[src/rtl/inert_seq.sv]
// inert_seq: powers up and configures the inertial sensor over SPI, then reads
// pitch rate and Z accel on each data-ready interrupt and publishes them with vld.
module inert_seq #(
  parameter int INIT_WAIT_BITS = 16
) (
  input  logic        clk,
  input  logic        rst_n,
  input  logic        INT,
  input  logic        done,
  input  logic [15:0] rd_data,
  output logic        wrt,
  output logic [15:0] cmd,
  output logic [15:0] ptch_rt,
  output logic [15:0] AZ,
  output logic        vld,
  output logic        init_cmplt
);
  typedef enum logic [3:0] {
    WAIT_PWR, CFG0, CFG1, CFG2, CFG3, IDLE, RD_PL, RD_PH, RD_AZL, RD_AZH, PUBLISH
  } state_t;
  state_t state_q, state_d;
  logic [INIT_WAIT_BITS-1:0] tmr_q, tmr_d;
  logic int_meta_q, int_s_q;
  logic [7:0] pl_q, pl_d, ph_q, ph_d, azl_q, azl_d;
  logic wrt_q, wrt_d, vld_q, vld_d, init_q, init_d;
  logic [15:0] cmd_q, cmd_d, cmd_nx, ptch_q, ptch_d, az_q, az_d;
  logic xfer_done, unused_hi;
  logic [7:0] rx;
  assign rx = rd_data[7:0];
  assign unused_hi = ^rd_data[15:8];
  // a done arriving while wrt is still high belongs to no started transaction
  assign xfer_done = done & ~wrt_q;
  always_comb begin
    state_d = state_q;
    tmr_d = tmr_q;
    pl_d = pl_q;
    ph_d = ph_q;
    azl_d = azl_q;
    init_d = init_q;
    ptch_d = ptch_q;
    az_d = az_q;
    vld_d = 1'b0;
    case (state_q)
      WAIT_PWR: begin
        tmr_d = &tmr_q ? tmr_q : tmr_q + INIT_WAIT_BITS'(1);
        state_d = &tmr_q ? CFG0 : WAIT_PWR;
      end
      CFG0: state_d = xfer_done ? CFG1 : CFG0;
      CFG1: state_d = xfer_done ? CFG2 : CFG1;
      CFG2: state_d = xfer_done ? CFG3 : CFG2;
      CFG3: begin
        state_d = xfer_done ? IDLE : CFG3;
        init_d = init_q | xfer_done;
      end
      IDLE: state_d = int_s_q ? RD_PL : IDLE;
      RD_PL: begin
        state_d = xfer_done ? RD_PH : RD_PL;
        pl_d = xfer_done ? rx : pl_q;
      end
      RD_PH: begin
        state_d = xfer_done ? RD_AZL : RD_PH;
        ph_d = xfer_done ? rx : ph_q;
      end
      RD_AZL: begin
        state_d = xfer_done ? RD_AZH : RD_AZL;
        azl_d = xfer_done ? rx : azl_q;
      end
      RD_AZH: begin
        state_d = xfer_done ? PUBLISH : RD_AZH;
        ptch_d = xfer_done ? {ph_q, pl_q} : ptch_q;
        az_d = xfer_done ? {rx, azl_q} : az_q;
        vld_d = xfer_done;
      end
      PUBLISH: state_d = IDLE;
      default: state_d = WAIT_PWR;
    endcase
    cmd_nx = state_d == CFG0   ? 16'h0D02 :
             state_d == CFG1   ? 16'h1053 :
             state_d == CFG2   ? 16'h1150 :
             state_d == CFG3   ? 16'h1460 :
             state_d == RD_PL  ? 16'hA200 :
             state_d == RD_PH  ? 16'hA300 :
             state_d == RD_AZL ? 16'hAC00 :
             state_d == RD_AZH ? 16'hAD00 : 16'h0000;
    // only transaction states carry a command, and each is entered exactly once per use
    wrt_d = state_d != state_q && cmd_nx != 16'h0000;
    cmd_d = wrt_d ? cmd_nx : cmd_q;
  end
  always_ff @(posedge clk or negedge rst_n) begin
    if (!rst_n) begin
      state_q <= WAIT_PWR;
      tmr_q <= '0;
      int_meta_q <= 1'b0;
      int_s_q <= 1'b0;
      pl_q <= '0;
      ph_q <= '0;
      azl_q <= '0;
      wrt_q <= 1'b0;
      vld_q <= 1'b0;
      init_q <= 1'b0;
      cmd_q <= '0;
      ptch_q <= '0;
      az_q <= '0;
    end else begin
      state_q <= state_d;
      tmr_q <= tmr_d;
      int_meta_q <= INT;
      int_s_q <= int_meta_q;
      pl_q <= pl_d;
      ph_q <= ph_d;
      azl_q <= azl_d;
      wrt_q <= wrt_d;
      vld_q <= vld_d;
      init_q <= init_d;
      cmd_q <= cmd_d;
      ptch_q <= ptch_d;
      az_q <= az_d;
    end
  end
  assign wrt = wrt_q;
  assign cmd = cmd_q;
  assign ptch_rt = ptch_q;
  assign AZ = az_q;
  assign vld = vld_q;
  assign init_cmplt = init_q;
endmodule

[config.mk]
export PLATFORM = sky130hd
export DESIGN_NAME = inert_seq
export DESIGN_NICKNAME = d
export VERILOG_FILES = /design/src/rtl/inert_seq.sv
export SDC_FILE = /design/constraint.sdc
export NUM_CORES = 1
export LEC_CHECK = 0
export BUFFER_PORTS_ARGS = -buffer_cell sky130_fd_sc_hd__buf_2
export CAP_MARGIN = 20
export CORE_MARGIN = 8
export CORE_UTILIZATION = 56
export CTS_CLUSTER_DIAMETER = 150
export DETAILED_ROUTE_END_ITERATION = 6
export PLACE_DENSITY = 0.87
export SYNTH_ARGS = -nofsm -noshare
export SYNTH_HDL_FRONTEND = slang
export SYNTH_SLANG_ARGS = --single-unit
[constraint.sdc]
create_clock -name clk -period 2.38 [get_ports clk]
set_input_delay 0.595 -clock clk [delete_from_list [all_inputs] [get_ports clk]]
set_output_delay 0.595 -clock clk [all_outputs]
set_load 0.01 [all_outputs]
==> reports/qor.yml <==
run_status: "complete, no violations"
worst_slew_pin_slew_ps: 606
diodes: 0
dieHeight_um: 103
crit_fanout: 10
clock.fmax_mhz: 477
fp.coreArea_mm2: 0.00729
antenna_found_initial: 0
setup_viol: 0
clk_pin_slew_ps: 90
fp-row-count: 31
muxShareOfSynthArea: 0.0665
dr.pass1.iters: 4
powerDensity_mw_per_mm2: 1080
netlist_area_mm2: 0.00423
grt_pass1_wl_um: 16100
p_leak_nw: 2.50
required_ps: 2620
yosysSeqAreaShare: 0.538
synth_commonest_cells: "nand2_1, dfrtp_1, mux2_2"
syn_avg_cell_area_um2: 10.4
grt_pass1_vias: 3252
fin_ws_ps: 285
clock-sinks: 91
hold_viol_final: 0
finalClockSkew_ps: 6.88
yosys.area.top_type: "dfrtp_1"
synthMostInstantiatedCell: "nand2_1"
synth_top_flop_cell: "dfrtp_1"
critPathCaptureType: "flip-flop"
vias: 3270
finalNetCount: 499
whs_ps: 204
ctsHtreeMaxLevel: 3
startpoint_type: "flip-flop"
antenna_left: 0
pre_cts_ws_ps: 128
initialDrtViolationCount: 135
post-route-period-util: 0.880
maxSlewHeadroom: 0.596
synth_xor_area_frac: 0.0310
wl_um: 9560
post_cts_buffers: 0
grt_overflow: 0
die_w_um: 103
synthAdderAreaFrac: 0.00296
post_drt_wl_per_cell_um: 16.4
ys_seq_elements: 91
dp_hpwl_um: 6960
min_path_type: "input port to asynchronous set/reset pin"
synth_compound_area_frac: 0.110
hold_buffers: 0
post_cts_resized: 0
ys_warn_count: 0
async_flop_share: 1.00
io_pins: 71
drc: 0
cts_tree: "yes"
slew_viol_final: 0
insertion_delay_ps: 350
synth_area_leaders: "dfrtp_1, nand2_1, mux2_2"
clockRootBuffer: "clkbuf_8"
yosysTopAreaCellShare: 0.538
synthDistinctLibCells: 64
layout_min_cycle_time_ps: 2090
port_buffers: 58
synth_edf_count: 0
syn_to_final_growth_pct: 15.8
peakVddDrop_mv: 0.381
worstPathArrival_ps: 2340
fin_total_pwr_mw: 5.28
clockBufferDepth: 2
cts_made_buffers: 9
yosys.area_share.simple: 0.209
synth_top_family_by_area: "simple AND/OR/NAND/NOR gates"
dieArea_mm2: 0.0106
syn_inst: 408
start_util: 0.581
critPathKind: "flip-flop to flip-flop"
max_cap_viol_count: 0
gp_congestion: 0.925
rsz0062_at_grt: "false"
grt_use_total: 0.195
routed_via_density: 5.62
grt_max_degree: 43
drive_gt1_frac: 0.284
totalNegativeSetupSlack_ps: 0
critical path, stage by stage (launching register included):
cell,delay (ps)
dfrtp_1,530
buf_4,230
nor4bb_1,140
o21a_1,230
a311oi_2,440
nand2_1,160
o221a_1,270
registers in the layout, indices dropped and copies added (netlist names), 4 cells and up:
name     count
tmr_q       16
pl_q         8
state_q      4
ptch_rt     16
AZ          16
cmd         10
azl_q        8
ph_q         8
cell type report:
class,instances,area [µm²]
well taps,99,124
flip-flops and latches,91,2280
multi-input cells,289,1790
repair buffers,80,483
clock buffers,10,128
inverters,7,26.3
fillers,541,2390
clock inverters,6,71.3
cells in the final DEF (no fill, tap or decap), drive strengths merged, types with 2 or more instances in the layout:
cell type and count:
clkinvlp 2, inv 10, buf 80, and3b 2
a31oi 2, nand4b 2, nor3 2, dfrtp 91
a21oi 9, nand2b 5, nor4 2, o21ai 8
xnor2 9, nand2 120, o211ai 13, nand4 7
nand3 13, a32oi 2, conb 4, nand3b 3
xor2 6, o21a 2, a21o 3, and4 2
mux2 25, clkbuf 10, o221ai 3, nor2 19
o22ai 2
cells by family (layout without fill, tap and decap cells):
logic type,Yosys count,in the layout
xor+xnor,15,15
simple gates,187,187
fa+ha+maj,1,1
buf+inv,31,103
mux,25,25
other cells,1,4
compound gates,57,57
flops,91,91
final timing paths:
| path | slack, ps | startpoint | endpoint | depth (start not counted) |
|---|---|---|---|---|
| max reg2reg | 290 | state_q[0] | cmd[10] | 6 |
| min in group clk | 340 | INT | int_meta_q | 1 |
| max in group asynchronous | 1560 | rst_n | init_cmplt | 2 |
| max | 290 | state_q[0] | cmd[10] | 6 |
| min reg2reg | 360 | int_meta_q | int_s_q | 0 |
| min | 200 | rst_n | cmd[10] | 1 |
metal layers:
| layer | GRT usage | part of all wire |
|---|---|---|
| met4 | 0.0690 | 0.016 |
| met5 | 0 | 0 |
| met2 | 0.300 | 0.47 |
| met1 | 0.262 | 0.44 |
| met3 | 0.0486 | 0.066 |
metrics by stage:
| step | cell area, µm² | std cells | util |
|---|---|---|---|
| after global placement | 4700 | 566 | 0.645 |
| after global routing | 4900 | 582 | 0.672 |
| final | 4900 | 582 | 0.672 |
| after floorplan | 4250 | 411 | - |
| after detailed placement | 4700 | 566 | 0.645 |
| after CTS | 4900 | 582 | 0.672 |
report_power, final:
| part | internal, mW | switching (mW) |
|---|---|---|
| Sequential | 1.97 | 0.340 |
| Combinational | 0.857 | 1.06 |
| Clock | 0.497 | 0.557 |
| Total | 3.33 | 1.96 |
(Power assumes the default switching activity.)
